<file path="src/rtl/spi_rx_pkg.sv">
// Shared constants, edge-select encoding and the masked frame compare for spi_rx.
package spi_rx_pkg;

  localparam int FRAME_W     = 16;
  localparam int BYTE_W      = 8;
  localparam int SYNC_STAGES = 2;

  typedef enum logic {
    EDG_FALL = 1'b0,
    EDG_RISE = 1'b1
  } edg_e;

  // In byte mode the upper half of shft/match/mask never influences the result.
  function automatic logic frame_hit(input logic [FRAME_W-1:0] shft,
                                     input logic [FRAME_W-1:0] match,
                                     input logic [FRAME_W-1:0] mask,
                                     input logic               len8);
    logic [FRAME_W-1:0] diff;
    diff = (shft ^ match) & ~mask;
    if (len8) return (diff[BYTE_W-1:0] == '0);
    return (diff == '0);
  endfunction

endpackage

</file>
<file path="src/rtl/spi_rx_sync.sv">
// Two-flop synchronizer plus a previous-value flop for edge detection.
// All flops reset to 1 so an idle-high bus produces no edge at reset release.
module spi_rx_sync
  import spi_rx_pkg::*;
(
  input  logic clk,
  input  logic rst,
  input  logic async_i,
  output logic sync_o,
  output logic rise_o,
  output logic fall_o
);

  logic [SYNC_STAGES-1:0] sync_q;
  logic                   prev_q;

  always_ff @(posedge clk or posedge rst) begin
    if (rst) begin
      sync_q <= '1;
      prev_q <= 1'b1;
    end else begin
      sync_q <= {sync_q[SYNC_STAGES-2:0], async_i};
      prev_q <= sync_q[SYNC_STAGES-1];
    end
  end

  assign sync_o = sync_q[SYNC_STAGES-1];
  assign rise_o = sync_o & ~prev_q;
  assign fall_o = ~sync_o & prev_q;

endmodule

</file>
<file path="src/rtl/spi_rx.sv">
// SPI slave receiver with masked-pattern trigger on end of frame.
// Optional bit-count qualification is enabled by defining SPI_RX_LEN_CHECK_EN.
module spi_rx
  import spi_rx_pkg::*;
(
  input  logic               clk,
  input  logic               rst,
  input  logic               SS_n,
  input  logic               SCLK,
  input  logic               MOSI,
  input  logic               edg,
  input  logic               len8_16,
  input  logic [FRAME_W-1:0] mask,
  input  logic [FRAME_W-1:0] match,
  output logic               SPItrig
);

  logic ss_sync, ss_rise, ss_fall;
  logic sclk_sync, sclk_rise, sclk_fall;
  logic mosi_sync, mosi_rise, mosi_fall;

  spi_rx_sync u_ss_sync   (.clk(clk), .rst(rst), .async_i(SS_n),
                           .sync_o(ss_sync), .rise_o(ss_rise), .fall_o(ss_fall));
  spi_rx_sync u_sclk_sync (.clk(clk), .rst(rst), .async_i(SCLK),
                           .sync_o(sclk_sync), .rise_o(sclk_rise), .fall_o(sclk_fall));
  spi_rx_sync u_mosi_sync (.clk(clk), .rst(rst), .async_i(MOSI),
                           .sync_o(mosi_sync), .rise_o(mosi_rise), .fall_o(mosi_fall));

  logic unused_sigs;
  assign unused_sigs = ^{sclk_sync, mosi_rise, mosi_fall, ss_fall};

  logic               sample;
  logic [FRAME_W-1:0] shft_q, shft_d;
  logic               eof_q;
  logic               trig_q;
  logic               len_ok;

  assign sample = ~ss_sync & ((edg_e'(edg) == EDG_RISE) ? sclk_rise : sclk_fall);
  assign shft_d = sample ? {shft_q[FRAME_W-2:0], mosi_sync} : shft_q;

`ifdef SPI_RX_LEN_CHECK_EN
  logic [4:0] cnt_q, cnt_d;

  always_comb begin
    cnt_d = ss_fall ? 5'd0 : cnt_q;
    if (sample && cnt_d != 5'd31) cnt_d = cnt_d + 5'd1;
  end

  always_ff @(posedge clk or posedge rst) begin
    if (rst) cnt_q <= 5'd0;
    else     cnt_q <= cnt_d;
  end

  assign len_ok = (cnt_q == (len8_16 ? 5'd8 : 5'd16));
`else
  assign len_ok = 1'b1;
`endif

  // eof_q delays the compare one clk so a sample coinciding with SS_n rise lands first.
  always_ff @(posedge clk or posedge rst) begin
    if (rst) begin
      shft_q <= '0;
      eof_q  <= 1'b0;
      trig_q <= 1'b0;
    end else begin
      shft_q <= shft_d;
      eof_q  <= ss_rise;
      trig_q <= eof_q & len_ok & frame_hit(shft_q, match, mask, len8_16);
    end
  end

  assign SPItrig = trig_q;

endmodule

</file>
<file path="config.mk">
export PLATFORM = sky130hd
export DESIGN_NAME = spi_rx
export DESIGN_NICKNAME = d
export VERILOG_FILES = /design/src/rtl/spi_rx_pkg.sv /design/src/rtl/spi_rx_sync.sv /design/src/rtl/spi_rx.sv
export SDC_FILE = /design/constraint.sdc
export NUM_CORES = 1
export LEC_CHECK = 0
export CORE_AREA = 2 2 54 56
export CTS_CLUSTER_SIZE = 20
export DETAILED_ROUTE_END_ITERATION = 12
export DIE_AREA = 0 0 56 58
export PLACE_DENSITY = 0.82
export SYNTH_ARGS = -nofsm -noshare
export SYNTH_HDL_FRONTEND = slang
export SYNTH_HIERARCHICAL = 1
export SYNTH_SLANG_ARGS = --single-unit
export TNS_END_PERCENT = 50
</file>
<file path="constraint.sdc">
create_clock -name clk -period 5.2 [get_ports clk]
set_clock_uncertainty 0.1 [all_clocks]
set_input_delay 1.04 -clock clk [delete_from_list [all_inputs] [get_ports clk]]
set_output_delay 1.04 -clock clk [all_outputs]
set_load 0.02 [all_outputs]
</file>
==> results of run 1 <==
## power groups by stage
stage | clock, mW | sequential (mW) | combinational, mW
floorplan | 0 | 0.270 | 0.0961
global placement | 0 | 0.277 | 0.132
detailed placement | 0 | 0.279 | 0.135
CTS | 0.103 | 0.275 | 0.136
global route | 0.112 | 0.279 | 0.146
finish | 0.0994 | 0.274 | 0.134
## path summary, 6_finish.rpt
path                                            startpoint                              end  slack (ps)
setup / recovery                         SPItrig$_DFF_PP0_                          SPItrig        2800
setup reg to reg           u_sclk_sync/sync_q[1]$_DFF_PP1_           shft_q[15]$_DFFE_PP0P_        3360
min in group asynchronous                              rst  u_mosi_sync/sync_q[1]$_DFF_PP1_        1010
hold / removal             u_mosi_sync/sync_q[0]$_DFF_PP1_  u_mosi_sync/sync_q[1]$_DFF_PP1_         270
max in group asynchronous                              rst           shft_q[11]$_DFFE_PP0P_        3480
hold reg to reg            u_mosi_sync/sync_q[0]$_DFF_PP1_  u_mosi_sync/sync_q[1]$_DFF_PP1_         270
## per-stage QoR
stage	total power, mW	std cells	worst slack [ps]	util, %
final	0.507	154	2800	60.8
after global routing	0.537	154	2750	60.8
after CTS	0.513	154	2790	60.8
after detailed placement	0.414	150	2500	59.4
after global placement	0.409	150	2520	59.4
after floorplan	0.366	81	3150	-
## cells in the final DEF, fill, tap and decap left out, drive strengths merged
cell type      instances
clkdlybuf4s50         39
dfrtp                 18
xnor2                 16
mux2                  16
dfstp                  8
o22ai                  7
inv                    4
clkbuf                 4
nor2                   3
nor2b                  2
mux2i                  1
nor4                   1
o21ai                  1
nor3                   1
o211a                  1
and2b                  1
## flip-flops by register name, summed over array words and instances, names as in the netlist
signal / flops
u_ss_sync/sync_q: 2
u_ss_sync/prev_q: 1
shft_q: 16
u_sclk_sync/prev_q: 1
SPItrig: 1
eof_q: 1
u_sclk_sync/sync_q: 2
u_mosi_sync/sync_q: 2
## routing by layer
| metal | vias up | wire length (um) | track usage (%) |
|---|---|---|---|
| met2 | 24 | 1090 | 24.7 |
| met1 | 366 | 880 | 17.0 |
| met4 | 0 | 44 | 8.16 |
| li1 | 364 | - | - |
| met3 | 5 | 137 | 4.24 |
| met5 | - | 0 | 0 |
## area by class of cell
| type | count | area, um2 |
|---|---|---|
| Fill cell | 223 | 1040 |
| Multi-Input combinational cell | 50 | 478 |
| Clock buffer | 4 | 36.3 |
| Timing Repair Buffer | 39 | 390 |
| Sequential cell | 26 | 661 |
| Tap cell | 31 | 38.8 |
| Inverter | 4 | 15.0 |
==> impl_metrics.yaml, run 1 <==
timing:
  timing.setup.tns_ps: 0
  finalCriticalPeriod_ps: 2400
  tightest_slew_ps: 676
  timing.final.setup_violations: 0
  finalMaxSlewViolations: 0
  max_freq_mhz: 418
  hold_viol_final: 0
  worst_hold_slack_ps: 265
  rsz0062_at_grt: "no"
  max_slew_margin_pct: 54.9
  final_min_period_over_clock_period_pct: 46.1
critical_path:
  worst-endpoint-required_ps: 4060
  cp_slowest_stage_delay_ps: 600
  worstPathMaxFanout: 1
  end_kind: "primary output"
  crit_path_cell_trace: "clkdlybuf4s50_1"
  crit_buf_inv: 1
  depth_of_the_worst_register_to_register_path: 4
  cpMaxStageDelayCell: "clkdlybuf4s50_1"
  worst-path-stages: 1
  worst_path_dominant_cell_family: "buffers and inverters"
  timing.setup.critical_path_class: "flop to primary output"
  critPathArrivalTime_ps: 1260
  startpoint_type: "flop"
place:
  place_hpwl_um: 1770
  post_dp_cell_area_um2: 1580
  io_buffers: 39
  gpl.final_weighted_congestion: 0.687
global_routing:
  antenna_found_initial: 0
  largest_net_degree_at_the_start_of_global_routing: 19
  globalRoute.totalOverflow: 0
  gr-usage-all-layers_pct: 14.7
  grt_pass1_wl_um: 3570
  grt_pass1_vias: 790
die:
  fp.dieArea_um2: 3250
  die_y_um: 58
  std_cell_rows: 19
  core_area_um2: 2660
  top_level_ports: 40
  floorplan.initialDensity_pct: 44.1
  dieWidth_um: 56
clock_tree:
  cts_repair_resize_count: 0
  clk_latency_ps: 320
  root_buffer: "clkbuf_4"
  cts_setup_buffers: 0
  clk_transition_reported_paths_ps: 130
  cts_num_sinks: 26
  tritoncts: "yes"
  cts-buffers-inserted: 3
  htree_num_levels: 1
  ctsHoldBuffers: 0
  clockBufferDepth: 2
final_layout:
  area.growth.synth_to_final_pct: 38.0
  postLayoutCellArea_um2: 1620
  finalNetCount: 163
  drive_gt1_share_pct: 24.4
  num_antenna_cells: 0
synthesis:
  synthesis.yosys.warnings: 6
  synthesis.nets: 120
  syn-mean-instance-area_um2: 14.5
  syn_inst: 81
  synth_area_um2: 1170
job:
  cap_viol_max_count: 0
hold_path:
  worstHoldPathCells: 0
  hold_path.class: "flop to flop"
route:
  initialDrtViolationCount: 9
  drcViolationCount: 0
  finalWirelength_um: 2150
  route.vias.total: 759
  routed_via_density: 4.93
  antenna_violating_nets_remaining: 0
  avgRoutedWirePerCell_um: 14.0
  drt_pass1_iterations: 2
power:
  cellInternalPower_mw: 0.380
  power_frac_comb_pct: 26.4
  p_sw_share_pct: 25.0
  clock_power_share_pct: 19.6
  power.sequential.fraction_pct: 54.0
  power_density_nw_per_um2: 313
  switchingPower_mw: 0.127
  peakVddDrop_uv: 267
  leakage_power_figure_nw: 0.689
run_status:
  run_status: "finished, final reports clean"
Note: power is estimated with default switching activity, not from simulation.
==> inputs of run 2 (changes only) <==
--- a/config.mk
+++ b/config.mk
@@ -5,11 +5,11 @@
 export SDC_FILE = /design/constraint.sdc
 export NUM_CORES = 1
 export LEC_CHECK = 0
-export CORE_AREA = 2 2 54 56
+export CORE_AREA = 2 2 59 61
 export CTS_CLUSTER_SIZE = 20
 export DETAILED_ROUTE_END_ITERATION = 12
-export DIE_AREA = 0 0 56 58
-export PLACE_DENSITY = 0.82
+export DIE_AREA = 0 0 61 63
+export PLACE_DENSITY = 0.73
 export SYNTH_ARGS = -nofsm -noshare
 export SYNTH_HDL_FRONTEND = slang
 export SYNTH_HIERARCHICAL = 1
==> constraint.sdc (replaced) <==
create_clock -name clk -period 2.2 [get_ports clk]
set_clock_uncertainty 0.1 [all_clocks]
set_input_delay 0.44 -clock clk [delete_from_list [all_inputs] [get_ports clk]]
set_output_delay 0.44 -clock clk [all_outputs]
set_load 0.02 [all_outputs]
==> run 2 against run 1 <==
  * Via count rose by 0.79%
  * Core utilization shrank 10 points
  * Cell count rose by 9.7%
  * Worst hold slack better by 4.0 ps
  * Non-clock buffer count did not move
  * Critical path depth rose by 3
  * Setup slack worse by 2500 ps
  * First-iteration DRC count rose by 33%
  * Routed wire length up 2.0%
  * Sequential share of layout area down 0.22 points
  * Die area increased by 18%
  * Flip-flop and latch count is the same
  * Largest power group unchanged
==> impl_metrics.yaml, run 2 (synthesis results as in run 1) <==
route:
  avgRoutedWirePerCell_um: 13.0
  route.vias.total: 765
  drt_pass1_iterations: 2
  finalWirelength_um: 2200
  drcViolationCount: 0
  routed_via_density: 4.53
  antenna_violating_nets_remaining: 0
  initialDrtViolationCount: 12
die:
  fp.dieArea_um2: 3840
  core_area_um2: 3230
  die_y_um: 63
  std_cell_rows: 21
  top_level_ports: 40
  dieWidth_um: 61
  floorplan.initialDensity_pct: 36.3
power:
  peakVddDrop_uv: 404
  leakage_power_figure_nw: 0.683
  power_density_nw_per_um2: 718
final_layout:
  finalNetCount: 163
  num_antenna_cells: 0
  postLayoutCellArea_um2: 1630
  area.growth.synth_to_final_pct: 38.7
  largest_reg_flops: 16
  most_used_cells_in_the_layout_excluding_fill_and_tap_cells: "39 x clkdlybuf4s50_1, 18 x dfrtp_1, 16 x xnor2_1"
  layout.cells.most_common: "clkdlybuf4s50_1"
  registers.top_by_ff_count: "shft_q"
  drive_gt1_share_pct: 23.6
clock_tree:
  cts_repair_resize_count: 0
  clk_transition_reported_paths_ps: 120
  ctsHoldBuffers: 0
  htree_num_levels: 1
  cts_num_sinks: 26
  cts_setup_buffers: 0
  clk_latency_ps: 310
  tritoncts: "yes"
  root_buffer: "clkbuf_4"
  clockBufferDepth: 2
  cts-buffers-inserted: 3
timing:
  timing.final.setup_violations: 0
  tightest_slew_ps: 671
  timing.setup.tns_ps: 0
  finalCriticalPeriod_ps: 1850
  postLayoutSetupSlackWorst_ps: 353
  final_min_period_over_clock_period_pct: 84.0
  finalMaxSlewViolations: 0
  rsz0062_at_grt: "no"
  max_slew_margin_pct: 55.2
  hold_viol_final: 0
  max_freq_mhz: 541
place:
  place_hpwl_um: 1810
  preCtsSetupSlack_ps: 80.4
  io_buffers: 39
  post_dp_cell_area_um2: 1600
  gpl.final_weighted_congestion: 0.692
global_routing:
  largest_net_degree_at_the_start_of_global_routing: 19
  globalRoute.totalOverflow: 0
  grt_pass1_vias: 806
  grt_pass1_wl_um: 3580
  antenna_found_initial: 0
  gr-usage-all-layers_pct: 12.9
critical_path:
  timing.setup.critical_path_class: "flop to flop"
  end_kind: "flop"
  worstPathMaxFanout: 16
  startpoint_type: "flop"
  critPathArrivalTime_ps: 1960
  worst-endpoint-required_ps: 2310
hold_path:
  hold_path.class: "flop to flop"
job:
  cap_viol_max_count: 0
run_status:
  run_status: "finished, final reports clean"
[run 2: cell count changes in the layout (fill, tap and decap cells not counted)]
cell,change
clkbuf_1,+1
clkbuf_8,-1
[run 2: final timing paths]
path                                                  from                               to  slack [ps]  depth (start not counted)
max                        u_sclk_sync/sync_q[1]$_DFF_PP1_            shft_q[9]$_DFFE_PP0P_         350                          4
max reg2reg                u_sclk_sync/sync_q[1]$_DFF_PP1_            shft_q[9]$_DFFE_PP0P_         350                          4
min in group asynchronous                              rst  u_mosi_sync/sync_q[1]$_DFF_PP1_         420                          2
max in group asynchronous                              rst           shft_q[10]$_DFFE_PP0P_        1090                          2
min reg2reg                  u_ss_sync/sync_q[0]$_DFF_PP1_    u_ss_sync/sync_q[1]$_DFF_PP1_         270                          0
min                          u_ss_sync/sync_q[0]$_DFF_PP1_    u_ss_sync/sync_q[1]$_DFF_PP1_         270                          0
[run 2: cell type report]
cell class                 count  area (um2)
fill                         294        1600
sequential                    26         661
multi-input combinational     50         478
timing repair buffer          39         390
tap                           46        57.6
clock buffer                   4        26.3
inverter                       4        15.0
[run 2: per-stage QoR]
| step | hold WS [ps] | std cells | util, % | power, mW |
|---|---|---|---|---|
| 2_1_floorplan | 245 | 81 | - | 0.864 |
| 3_3_place_gp | 246 | 165 | 49.6 | 0.972 |
| 3_5_place_dp | 253 | 165 | 49.6 | 0.989 |
| 4_1_cts | 272 | 169 | 50.4 | 1.19 |
| 5_1_grt | 275 | 169 | 50.4 | 1.25 |
| 6_report | 269 | 169 | 50.4 | 1.17 |
[run 2: worst max-delay path: stages, from the launching register on]
cell and delay [ps]:
dfstp_2 550, nor2b_1 120, mux2i_1 110, nor2_4 460
mux2_2 390
[run 2: metal layers]
layer | up-vias | wire (um) | GRT usage (%)
met5 | - | 0 | 0
met3 | 2 | 109 | 4.35
met1 | 381 | 859 | 14.2
met4 | 0 | 19 | 4.08
met2 | 19 | 1210 | 22.4
li1 | 363 | - | -
[run 2: where the power goes]
group	total, mW	internal, mW	switching, mW
Combinational	0.319	0.229	0.0899
Clock	0.198	0.0709	0.127
Sequential	0.652	0.569	0.0828
Total	1.17	0.869	0.300
==> inputs of run 3 (changes only) <==
--- a/config.mk
+++ b/config.mk
@@ -5,11 +5,11 @@
 export SDC_FILE = /design/constraint.sdc
 export NUM_CORES = 1
 export LEC_CHECK = 0
-export CORE_AREA = 2 2 59 61
+export CORE_AREA = 2 2 56 58
 export CTS_CLUSTER_SIZE = 20
 export DETAILED_ROUTE_END_ITERATION = 12
-export DIE_AREA = 0 0 61 63
-export PLACE_DENSITY = 0.73
+export DIE_AREA = 0 0 58 60
+export PLACE_DENSITY = 0.77
 export SYNTH_ARGS = -nofsm -noshare
 export SYNTH_HDL_FRONTEND = slang
 export SYNTH_HIERARCHICAL = 1
==> constraint.sdc (replaced) <==
create_clock -name clk -period 1.8 [get_ports clk]
set_clock_uncertainty 0.1 [all_clocks]
set_input_delay 0.36 -clock clk [delete_from_list [all_inputs] [get_ports clk]]
set_output_delay 0.36 -clock clk [all_outputs]
set_load 0.02 [all_outputs]
==> run 3 against run 2 <==
  * Highest routed layer unchanged
  * Combinational power up 26%
  * Routed wire length up 0.59%
  * Largest cell class unchanged
  * Cell area up 3.0%
  * Setup slack worse by 270 ps
  * Critical path type is now flop to primary output
  * Via count up 0.65%
  * Non-clock buffer count up 3
  * Die area down 9.4%
==> impl_metrics.yaml, run 3 (synthesis results as in run 1) <==
clock_tree:
  htree_num_levels: 1
  cts-buffers-inserted: 3
  clk_transition_reported_paths_ps: 140
  cts_num_sinks: 26
  tritoncts: "yes"
  clk_latency_ps: 320
  clockBufferDepth: 2
  root_buffer: "clkbuf_4"
die:
  die_y_um: 60
  fp.dieArea_um2: 3480
  core_area_um2: 2900
  std_cell_rows: 20
  top_level_ports: 40
  floorplan.initialDensity_pct: 40.4
  dieWidth_um: 58
route:
  route.vias.total: 770
  drt_pass1_iterations: 2
  avgRoutedWirePerCell_um: 13.9
  drcViolationCount: 0
  antenna_violating_nets_remaining: 0
  finalWirelength_um: 2210
  initialDrtViolationCount: 9
  routed_via_density: 4.84
power:
  leakage_power_figure_nw: 0.712
  power_density_nw_per_um2: 950
  peakVddDrop_uv: 597
critical_path:
  end_kind: "primary output"
  critPathArrivalTime_ps: 1260
  cp_slowest_stage_delay_ps: 600
  crit_path_cell_trace: "clkdlybuf4s50_1"
  worst-endpoint-required_ps: 1340
  startpoint_type: "flop"
  timing.setup.critical_path_class: "flop to primary output"
  worstPathMaxFanout: 1
  cpMaxStageDelayCell: "clkdlybuf4s50_1"
  worst_path_dominant_cell_family: "buffers and inverters"
  crit_buf_inv: 1
final_layout:
  most_used_cells_in_the_layout_excluding_fill_and_tap_cells: "39 x clkdlybuf4s50_1, 18 x dfrtp_1, 16 x xnor2_1"
  registers.top_by_ff_count: "shft_q"
  finalNetCount: 166
  area.growth.synth_to_final_pct: 42.9
  drive_gt1_share_pct: 27.0
  layout.cells.most_common: "clkdlybuf4s50_1"
  num_antenna_cells: 0
  largest_reg_flops: 16
place:
  place_hpwl_um: 1790
  gpl.final_weighted_congestion: 0.622
  io_buffers: 39
  preCtsSetupSlack_ps: -275
timing:
  max_freq_mhz: 582
  finalCriticalPeriod_ps: 1720
  finalMaxSlewViolations: 0
  hold_viol_final: 0
  rsz0062_at_grt: "no"
  timing.setup.tns_ps: 0
  tightest_slew_ps: 240
  max_slew_margin_pct: 83.9
  postLayoutSetupSlackWorst_ps: 81.1
  timing.final.setup_violations: 0
  final_min_period_over_clock_period_pct: 95.5
global_routing:
  grt_pass1_vias: 788
  largest_net_degree_at_the_start_of_global_routing: 19
  gr-usage-all-layers_pct: 13.7
  globalRoute.totalOverflow: 0
  antenna_found_initial: 0
  grt_pass1_wl_um: 3460
run_status:
  run_status: "finished, final reports clean"
job:
  cap_viol_max_count: 0
hold_path:
  hold_path.class: "flop to flop"
## run 3: through the flow
stage          util (%)  total power, mW  std cells  hold slack (ps)  area (um2)
2_1_floorplan         -             1.06         81              172        1170
3_3_place_gp       54.9             1.19        153              246        1590
3_5_place_dp       54.9             1.22        153              248        1590
4_1_cts            57.6             1.62        159              270        1670
5_1_grt            57.8             1.68        159              275        1680
6_report           57.8             1.59        159              267        1680
## run 3: metal layers
metal  share of wire [%]  GRT usage [%]
met1                  41           15.6
met2                  54           24.4
met3                 4.3           2.81
met4                 1.3           6.98
met5                   0              0
## run 3: worst paths after layout
| path | end | slack, ps | from | cells past startpoint |
|---|---|---|---|---|
| max reg2reg | shft_q[4]$_DFFE_PP0P_ | 90 | u_sclk_sync/sync_q[1]$_DFF_PP1_ | 5 |
| min reg2reg | u_sclk_sync/sync_q[1]$_DFF_PP1_ | 270 | u_sclk_sync/sync_q[0]$_DFF_PP1_ | 0 |
| max | SPItrig | 80 | SPItrig$_DFF_PP0_ | 1 |
| max in group asynchronous | shft_q[12]$_DFFE_PP0P_ | 1090 | rst | 3 |
| min | u_sclk_sync/sync_q[1]$_DFF_PP1_ | 270 | u_sclk_sync/sync_q[0]$_DFF_PP1_ | 0 |
| min in group asynchronous | shft_q[0]$_DFFE_PP0P_ | 320 | rst | 3 |
## run 3: report_power, final
part / switching, mW / leakage (nW) / internal, mW
registers: 0.103 / 0.322 / 0.696
logic: 0.116 / 0.362 / 0.287
clock network: 0.167 / 0.0279 / 0.225
total: 0.385 / 0.712 / 1.21
## run 3: what timing repair did
item / in CTS / in global routing
buffers inserted: 2 / 0
cloned: 0 / 0
hold buffers: 0 / 0
resized for setup: 0 / 1
setup endpoints to repair: 16 / 6
pin swaps: 1 / 0
## run 3: layout make-up
cell class                      instances  area, um2
Clock inverter                          1       30.0
Timing Repair Buffer                   42        425
Sequential cell                        26        661
Clock buffer                            3       22.5
Tap cell                               33       41.3
Fill cell                             242       1230
Multi-Input combinational cell         50        482
Inverter                                4       15.0
